**config.mk**
```make
export PLATFORM = sky130hd
export DESIGN_NAME = multicycle_control_unit_flat
export DESIGN_NICKNAME = d
export VERILOG_FILES = /design/src/rtl/mips_pkg.sv /design/src/rtl/multicycle_control_unit_if.sv /design/src/rtl/multicycle_control_unit_decode.sv /design/src/rtl/multicycle_control_unit.sv /design/src/flat_wrapper.sv
export SDC_FILE = /design/constraint.sdc
export NUM_CORES = 1
export LEC_CHECK = 0
export CAP_MARGIN = 25
export CORE_MARGIN = 10
export CORE_UTILIZATION = 25
export CTS_BUF_LIST = sky130_fd_sc_hd__clkbuf_8
export DETAILED_ROUTE_END_ITERATION = 12
export SETUP_SLACK_MARGIN = 0.05
export SLEW_MARGIN = 20
export SYNTH_ARGS = -nofsm -noshare
export SYNTH_HDL_FRONTEND = slang
export SYNTH_HIERARCHICAL = 1
export SYNTH_SLANG_ARGS = --single-unit
```
**constraint.sdc**
```tcl
create_clock -name clk -period 2.8 [get_ports clk]
set_clock_uncertainty 0.2 [all_clocks]
set_input_delay 0.56 -clock clk [delete_from_list [all_inputs] [get_ports clk]]
set_output_delay 0.56 -clock clk [all_outputs]
set_load 0.02 [all_outputs]
```
**src/rtl/mips_pkg.sv**
```systemverilog
// Shared encodings for the multi-cycle MIPS control unit: opcodes, ALU/PC/operand
// selects, FSM state encoding and the decoded control word.
package mips_pkg;

  localparam logic [5:0] OP_RTYPE = 6'h00;
  localparam logic [5:0] OP_J     = 6'h02;
  localparam logic [5:0] OP_BEQ   = 6'h04;
  localparam logic [5:0] OP_BNE   = 6'h05;
  localparam logic [5:0] OP_ADDI  = 6'h08;
  localparam logic [5:0] OP_LW    = 6'h23;
  localparam logic [5:0] OP_SW    = 6'h2B;

  localparam logic [1:0] ALU_ADD   = 2'b00;
  localparam logic [1:0] ALU_SUB   = 2'b01;
  localparam logic [1:0] ALU_FUNCT = 2'b10;

  localparam logic [1:0] PCSRC_ALU    = 2'b00;
  localparam logic [1:0] PCSRC_ALUOUT = 2'b01;
  localparam logic [1:0] PCSRC_JUMP   = 2'b10;

  localparam logic [1:0] SRCB_REG  = 2'b00;
  localparam logic [1:0] SRCB_FOUR = 2'b01;
  localparam logic [1:0] SRCB_IMM  = 2'b10;
  localparam logic [1:0] SRCB_BOFF = 2'b11;

  typedef enum logic [3:0] {
    S_RST      = 4'd0,
    S_FETCH    = 4'd1,
    S_DECODE   = 4'd2,
    S_MEM_ADDR = 4'd3,
    S_MEM_RD   = 4'd4,
    S_MEM_WB   = 4'd5,
    S_MEM_WR   = 4'd6,
    S_R_EXEC   = 4'd7,
    S_R_WB     = 4'd8,
    S_I_EXEC   = 4'd9,
    S_I_WB     = 4'd10,
    S_BRANCH   = 4'd11,
    S_JUMP     = 4'd12,
    S_TRAP     = 4'd13
  } state_e;

  typedef struct packed {
    logic       pc_write;
    logic       pc_write_cond;
    logic       branch_ne;
    logic [1:0] pc_source;
    logic       i_or_d;
    logic       mem_read;
    logic       mem_write;
    logic       ir_write;
    logic       mem_2_reg;
    logic       reg_dst;
    logic       reg_write;
    logic       alu_src_a;
    logic [1:0] alu_src_b;
    logic [1:0] alu_op;
  } ctrl_t;

  // States whose exit into FETCH retires an instruction.
  function automatic logic retires(input state_e s);
    case (s)
      S_MEM_WB, S_MEM_WR, S_R_WB, S_I_WB, S_BRANCH, S_JUMP: retires = 1'b1;
      default:                                               retires = 1'b0;
    endcase
  endfunction

endpackage

```
**src/rtl/multicycle_control_unit_if.sv**
```systemverilog
// Control-unit <-> datapath bundle: opcode/mem_ready in, control word out.
interface multicycle_control_unit_if #(
  parameter int ALU_OP_W = 2
);
  logic [5:0]          opcode;
  logic                mem_ready;
  logic                pc_write;
  logic                pc_write_cond;
  logic                branch_ne;
  logic [1:0]          pc_source;
  logic                i_or_d;
  logic                mem_read;
  logic                mem_write;
  logic                ir_write;
  logic                mem_2_reg;
  logic                reg_dst;
  logic                reg_write;
  logic                alu_src_a;
  logic [1:0]          alu_src_b;
  logic [ALU_OP_W-1:0] alu_op;
  logic                instr_done;
  logic                illegal;

  modport master (
    output opcode, mem_ready,
    input  pc_write, pc_write_cond, branch_ne, pc_source, i_or_d, mem_read, mem_write,
           ir_write, mem_2_reg, reg_dst, reg_write, alu_src_a, alu_src_b, alu_op,
           instr_done, illegal
  );

  modport slave (
    input  opcode, mem_ready,
    output pc_write, pc_write_cond, branch_ne, pc_source, i_or_d, mem_read, mem_write,
           ir_write, mem_2_reg, reg_dst, reg_write, alu_src_a, alu_src_b, alu_op,
           instr_done, illegal
  );
endinterface

```
**src/rtl/multicycle_control_unit_decode.sv**
```systemverilog
// Combinational state -> control-word decode. Only FETCH looks at mem_ready,
// so the IR and PC load exactly on the cycle the fetch completes.
module mc_ctrl_decode
  import mips_pkg::*;
(
  input  state_e state_i,
  input  logic   mem_ready_i,
  input  logic   is_bne_i,
  output ctrl_t  ctrl_o
);

  always_comb begin
    ctrl_o = '0;
    case (state_i)
      S_FETCH: begin
        ctrl_o.mem_read  = 1'b1;
        ctrl_o.alu_src_b = SRCB_FOUR;
        ctrl_o.alu_op    = ALU_ADD;
        ctrl_o.pc_source = PCSRC_ALU;
        ctrl_o.ir_write  = mem_ready_i;
        ctrl_o.pc_write  = mem_ready_i;
      end
      S_DECODE: begin
        ctrl_o.alu_src_b = SRCB_BOFF;
        ctrl_o.alu_op    = ALU_ADD;
      end
      S_MEM_ADDR, S_I_EXEC: begin
        ctrl_o.alu_src_a = 1'b1;
        ctrl_o.alu_src_b = SRCB_IMM;
        ctrl_o.alu_op    = ALU_ADD;
      end
      S_MEM_RD: begin
        ctrl_o.mem_read = 1'b1;
        ctrl_o.i_or_d   = 1'b1;
      end
      S_MEM_WB: begin
        ctrl_o.reg_write = 1'b1;
        ctrl_o.mem_2_reg = 1'b1;
      end
      S_MEM_WR: begin
        ctrl_o.mem_write = 1'b1;
        ctrl_o.i_or_d    = 1'b1;
      end
      S_R_EXEC: begin
        ctrl_o.alu_src_a = 1'b1;
        ctrl_o.alu_src_b = SRCB_REG;
        ctrl_o.alu_op    = ALU_FUNCT;
      end
      S_R_WB: begin
        ctrl_o.reg_write = 1'b1;
        ctrl_o.reg_dst   = 1'b1;
      end
      S_I_WB: ctrl_o.reg_write = 1'b1;
      S_BRANCH: begin
        ctrl_o.alu_src_a     = 1'b1;
        ctrl_o.alu_src_b     = SRCB_REG;
        ctrl_o.alu_op        = ALU_SUB;
        ctrl_o.pc_write_cond = 1'b1;
        ctrl_o.pc_source     = PCSRC_ALUOUT;
        ctrl_o.branch_ne     = is_bne_i;
      end
      S_JUMP: begin
        ctrl_o.pc_write  = 1'b1;
        ctrl_o.pc_source = PCSRC_JUMP;
      end
      default: ctrl_o = '0;
    endcase
  end

endmodule

```
**src/rtl/multicycle_control_unit.sv**
```systemverilog
// Multi-cycle MIPS control FSM: state register, next-state sequencing, lw/sw and
// beq/bne latches, sticky illegal flag and the retire pulse.
module multicycle_control_unit
  import mips_pkg::*;
#(
  parameter bit ENABLE_ADDI = 1'b1,
  parameter bit ENABLE_BNE  = 1'b1,
  parameter int ALU_OP_W    = 2
) (
  input logic                      clk,
  input logic                      arst,
  multicycle_control_unit_if.slave bus
);

  state_e state_q, state_d;
  logic   is_lw_q, is_lw_d;
  logic   is_bne_q, is_bne_d;
  logic   illegal_q, illegal_d;
  logic   done_q, done_d;
  ctrl_t  ctrl_s;

  // Next-state sequencing; the opcode is only consulted in DECODE.
  always_comb begin
    state_d  = state_q;
    is_lw_d  = is_lw_q;
    is_bne_d = is_bne_q;
    case (state_q)
      S_RST:   state_d = S_FETCH;
      S_FETCH: if (bus.mem_ready) state_d = S_DECODE; else state_d = S_FETCH;
      S_DECODE: begin
        is_lw_d  = (bus.opcode == OP_LW);
        is_bne_d = (bus.opcode == OP_BNE);
        case (bus.opcode)
          OP_RTYPE:     state_d = S_R_EXEC;
          OP_LW, OP_SW: state_d = S_MEM_ADDR;
          OP_BEQ:       state_d = S_BRANCH;
          OP_BNE:       if (ENABLE_BNE) state_d = S_BRANCH; else state_d = S_TRAP;
          OP_J:         state_d = S_JUMP;
          OP_ADDI:      if (ENABLE_ADDI) state_d = S_I_EXEC; else state_d = S_TRAP;
          default:      state_d = S_TRAP;
        endcase
      end
      S_MEM_ADDR: if (is_lw_q) state_d = S_MEM_RD; else state_d = S_MEM_WR;
      S_MEM_RD:   if (bus.mem_ready) state_d = S_MEM_WB; else state_d = S_MEM_RD;
      S_MEM_WR:   if (bus.mem_ready) state_d = S_FETCH; else state_d = S_MEM_WR;
      S_R_EXEC:   state_d = S_R_WB;
      S_I_EXEC:   state_d = S_I_WB;
      S_MEM_WB, S_R_WB, S_I_WB, S_BRANCH, S_JUMP: state_d = S_FETCH;
      S_TRAP:     state_d = S_TRAP;
      default:    state_d = S_RST;
    endcase
    illegal_d = (state_d == S_TRAP);
    done_d    = retires(state_q) && (state_d == S_FETCH);
  end

  // State and status registers; reset forces RST so every output drops at once.
  always_ff @(posedge clk or posedge arst) begin
    if (arst) begin
      state_q   <= S_RST;
      is_lw_q   <= 1'b0;
      is_bne_q  <= 1'b0;
      illegal_q <= 1'b0;
      done_q    <= 1'b0;
    end else begin
      state_q   <= state_d;
      is_lw_q   <= is_lw_d;
      is_bne_q  <= is_bne_d;
      illegal_q <= illegal_d;
      done_q    <= done_d;
    end
  end

  mc_ctrl_decode u_decode (
    .state_i     (state_q),
    .mem_ready_i (bus.mem_ready),
    .is_bne_i    (is_bne_q),
    .ctrl_o      (ctrl_s)
  );

  assign bus.pc_write      = ctrl_s.pc_write;
  assign bus.pc_write_cond = ctrl_s.pc_write_cond;
  assign bus.branch_ne     = ctrl_s.branch_ne;
  assign bus.pc_source     = ctrl_s.pc_source;
  assign bus.i_or_d        = ctrl_s.i_or_d;
  assign bus.mem_read      = ctrl_s.mem_read;
  assign bus.mem_write     = ctrl_s.mem_write;
  assign bus.ir_write      = ctrl_s.ir_write;
  assign bus.mem_2_reg     = ctrl_s.mem_2_reg;
  assign bus.reg_dst       = ctrl_s.reg_dst;
  assign bus.reg_write     = ctrl_s.reg_write;
  assign bus.alu_src_a     = ctrl_s.alu_src_a;
  assign bus.alu_src_b     = ctrl_s.alu_src_b;
  assign bus.instr_done    = done_q;
  assign bus.illegal       = illegal_q;

  // Widen the 2-bit ALU code; upper bits are always zero.
  always_comb begin
    bus.alu_op      = '0;
    bus.alu_op[1:0] = ctrl_s.alu_op;
  end

endmodule

```
**src/flat_wrapper.sv**
```systemverilog
// flat-port wrapper written by rule: the top's interface ports become plain ports
module multicycle_control_unit_flat import mips_pkg::*;
#(
  parameter bit ENABLE_ADDI = 1'b1,
  parameter bit ENABLE_BNE  = 1'b1,
  parameter int ALU_OP_W    = 2
)
  (clk, arst, bus_opcode, bus_mem_ready, bus_pc_write, bus_pc_write_cond, bus_branch_ne, bus_pc_source, bus_i_or_d, bus_mem_read, bus_mem_write, bus_ir_write, bus_mem_2_reg, bus_reg_dst, bus_reg_write, bus_alu_src_a, bus_alu_src_b, bus_alu_op, bus_instr_done, bus_illegal);
  multicycle_control_unit_if #(.ALU_OP_W(ALU_OP_W)) bus_i ();
  input logic clk;
  input logic arst;
  input wire logic [$bits(bus_i.opcode)-1:0] bus_opcode;
  input wire logic [$bits(bus_i.mem_ready)-1:0] bus_mem_ready;
  output wire logic [$bits(bus_i.pc_write)-1:0] bus_pc_write;
  output wire logic [$bits(bus_i.pc_write_cond)-1:0] bus_pc_write_cond;
  output wire logic [$bits(bus_i.branch_ne)-1:0] bus_branch_ne;
  output wire logic [$bits(bus_i.pc_source)-1:0] bus_pc_source;
  output wire logic [$bits(bus_i.i_or_d)-1:0] bus_i_or_d;
  output wire logic [$bits(bus_i.mem_read)-1:0] bus_mem_read;
  output wire logic [$bits(bus_i.mem_write)-1:0] bus_mem_write;
  output wire logic [$bits(bus_i.ir_write)-1:0] bus_ir_write;
  output wire logic [$bits(bus_i.mem_2_reg)-1:0] bus_mem_2_reg;
  output wire logic [$bits(bus_i.reg_dst)-1:0] bus_reg_dst;
  output wire logic [$bits(bus_i.reg_write)-1:0] bus_reg_write;
  output wire logic [$bits(bus_i.alu_src_a)-1:0] bus_alu_src_a;
  output wire logic [$bits(bus_i.alu_src_b)-1:0] bus_alu_src_b;
  output wire logic [$bits(bus_i.alu_op)-1:0] bus_alu_op;
  output wire logic [$bits(bus_i.instr_done)-1:0] bus_instr_done;
  output wire logic [$bits(bus_i.illegal)-1:0] bus_illegal;
  assign bus_i.opcode = bus_opcode;
  assign bus_i.mem_ready = bus_mem_ready;
  assign bus_pc_write = bus_i.pc_write;
  assign bus_pc_write_cond = bus_i.pc_write_cond;
  assign bus_branch_ne = bus_i.branch_ne;
  assign bus_pc_source = bus_i.pc_source;
  assign bus_i_or_d = bus_i.i_or_d;
  assign bus_mem_read = bus_i.mem_read;
  assign bus_mem_write = bus_i.mem_write;
  assign bus_ir_write = bus_i.ir_write;
  assign bus_mem_2_reg = bus_i.mem_2_reg;
  assign bus_reg_dst = bus_i.reg_dst;
  assign bus_reg_write = bus_i.reg_write;
  assign bus_alu_src_a = bus_i.alu_src_a;
  assign bus_alu_src_b = bus_i.alu_src_b;
  assign bus_alu_op = bus_i.alu_op;
  assign bus_instr_done = bus_i.instr_done;
  assign bus_illegal = bus_i.illegal;
  multicycle_control_unit #(.ENABLE_ADDI(ENABLE_ADDI), .ENABLE_BNE(ENABLE_BNE), .ALU_OP_W(ALU_OP_W)) u_core (.clk(clk), .arst(arst), .bus(bus_i));
endmodule
```
==> out/qor.yml <==
via_per_inst: 4.91
dp_cells: 168
finalSetupViolCount: 0
cts_buffer_depth: 2
synth_edf_count: 0
setup_tns_ns: 0
rsz0062_at_grt: "no"
maxCapViolCount: 0
slew_headroom_pct: 70.6
async_reset_ff_share_pct: 100
dieArea_um2: 6160
numPortBuffers: 27
grt_start_max_net_pins: 15
seqCellArea_um2: 200
synth.top_cell.area_share_pct: 23.4
gp_congestion: 0.790
hold_viol_final: 0
synth_area_per_cell_um2: 8.55
routed_wl_um: 2320
leakage_nw: 0.439
via_count: 839
r2r_cells: 5
required_ns: 2.04
dp_slack_ns: 0.0267
hold_path.class: "reg -> reg"
cts_tree: "done"
io_pins: 28
dpl_cell_area_um2: 1160
grt_overflow: 0
first_global_vias: 833
ir_drop_mv: 0.282
cts_buffers: 3
fin_crit_ns: 2.62
fillers: 357
grt_pass1_wl_um: 3920
gr-usage-all-layers_pct: 7.42
drive_above_1_share_pct: 17.6
initial_core_util_pct: 25.8
ys_seq_elements: 8
core_um2: 3310
crit_buf_inv: 1
root_buffer: "clkbuf_8"
worstSkewPairLatency_ns: 0.22
fp.dieW_um: 78.5
worst_pin_slew_ns: 0.441
synth.area.top_cells: "dfrtp_1 23%, buf_6 4.0%, and4b_1 3.5%"
dpl.hpwl_um: 1860
drtAntennaViolNets: 0
std_cell_rows: 21
synth_nets: 109
multi_input_area_um2: 564
slew_violations: 0
cp.arrival_ns: 1.86
critical_path_depth: 3
clk_pin_slew_ns: 0.04
synth_area_um2: 855
critPathMaxStageDelay_ns: 0.61
num_antenna_cells: 0
drc: 0
synthFlopType: "dfrtp_1"
fin_ws_ns: 0.178
fmax_ghz: 0.381
yosysSeqAreaShare_pct: 23.4
drt_pass1_iterations: 4
path_delay_family: "buffers and inverters"
cpMaxStageDelayCell: "clkdlybuf4s50_1"
power_mw: 1.20
fin_area_um2: 1200
path_cells: "and4b_1 -> and2_1 -> clkdlybuf4s50_1"
post_cts_buffers: 0
cp-start-kind: "flop"
area_growth_pct: 40.7
crit_fanout: 14
cts.sinks: 8
wire_per_inst_um: 13.6
ys_types: 45
synth_top_cell_by_area: "dfrtp_1"
die_y_um: 78.5
antenna_found_initial: 0
drtIter0Drc: 18
cts_htree_levels: 1
outcome: "finished clean"
hold_depth: 2
yosys_warnings: 6
synthCells: 100
cellPowerDensity_nw_per_um2: 1000
nets: 136
min_period_over_period_pct: 93.6
critPathCaptureType: "output port"
instances_no_fill: 171
critPathKind: "reg -> out"
layout by cell type, fill, tap and decap left out, drive strengths merged, types with 2 or more instances in the layout:
cell type,netlist,routed
o21ai,6,6
nand2,5,5
xnor2,3,3
a221o,2,2
clkdlybuf4s50,0,25
clkbuf,6,3
buf,7,8
nor2,6,6
inv,3,3
nor2b,3,3
nor3b,5,5
o311ai,2,2
nand3b,3,3
and4b,3,3
nor4bb,2,2
nor3,6,6
nand2b,6,6
and2,2,2
dlygate4sd2,0,2
dfrtp,8,8
nor4b,2,2
a21oi,4,4
cell type report:
class                           count  area share [%]
Multi-Input combinational cell     76            46.9
Timing Repair Buffer               35            27.3
Sequential cell                     8            16.6
Tap cell                           46            4.79
Clock buffer                        3            3.43
Inverter                            3           0.937
path summary, 6_finish.rpt:
check | end | from | slack (ns)
min in group asynchronous | u_core/bus.illegal$_DFF_PP0_ | arst | 0.38
setup reg to reg | u_core/bus.illegal$_DFF_PP0_ | u_core/state_q[2]$_DFF_PP0_ | 0.35
max in group asynchronous | u_core/state_q[0]$_DFF_PP0_ | arst | 1.80
hold reg to reg | u_core/is_lw_q$_DFFE_PP0P_ | u_core/is_lw_q$_DFFE_PP0P_ | 0.30
hold / removal | u_core/is_lw_q$_DFFE_PP0P_ | u_core/is_lw_q$_DFFE_PP0P_ | 0.30
setup / recovery | bus_branch_ne | u_core/state_q[3]$_DFF_PP0_ | 0.18
sequential cells by signal, indices dropped and copies added (netlist names):
signal,count
u_core/bus.illegal,1
u_core/state_q,4
u_core/is_bne_q,1
u_core/is_lw_q,1
u_core/bus.instr_done,1
worst register-to-register path: cells and delay by family (launching register included):
kind,cells,cell delay (ns)
flops,1,0.52
compound gates,2,0.43
buf+inv,1,0.25
simple gates,2,0.96
report_power, final:
part	switching, mW	internal [mW]
clock	0.0395	0.0926
sequential	0.0736	0.162
combinational	0.419	0.418
cell usage after synthesis (2+ instances only):
library cell and n:
dfrtp_1 8, clkbuf_1 6, nor2_1 6, nand2_1 5
o21ai_0 5, a21oi_1 4, nand2b_1 4, nor3_1 4
nor3b_1 4, and4b_1 3, buf_2 3, buf_6 3
inv_1 3, nand3b_1 3, nor2b_1 3, xnor2_1 3
a221o_2 2, and2_1 2, nor3_2 2, nor4b_1 2
metal layers:
layer  vias to the layer above  track usage, %  part of all wire (%)
met1                       380            8.78                    45
li1                        416               -                     -
met3                         4            3.30                    11
met5                         -               0                     0
met2                        39            11.3                    42
met4                         0            3.23                   1.6
cell families (layout without fill, tap and decap cells):
kind of cell | count (synthesis) | count (layout) | share of synthesized area (%)
and+or+nand+nor | 50 | 50 | 42.5
AOI/OAI and AO/OA | 23 | 23 | 20.5
buffers and inverters | 16 | 41 | 10.5
DFF | 8 | 8 | 23.4
xor gates and xnor gates | 3 | 3 | 3.08
timing repair:
action                                 CTS  global route
setup endpoints to repair                2             0
resized for setup                        2             0
endpoints found under the hold margin    0             0
hold buffers                             0             0
metrics by stage:
stage / hold slack, ns / util, %
3_3_place_gp: 0.283 / 35.1
4_1_cts: 0.307 / 36.3
2_1_floorplan: 0.176 / -
5_1_grt: 0.330 / 36.3
6_report: 0.298 / 36.3
3_5_place_dp: 0.299 / 35.1
No activity file was read; power rests on OpenSTA's default activity.
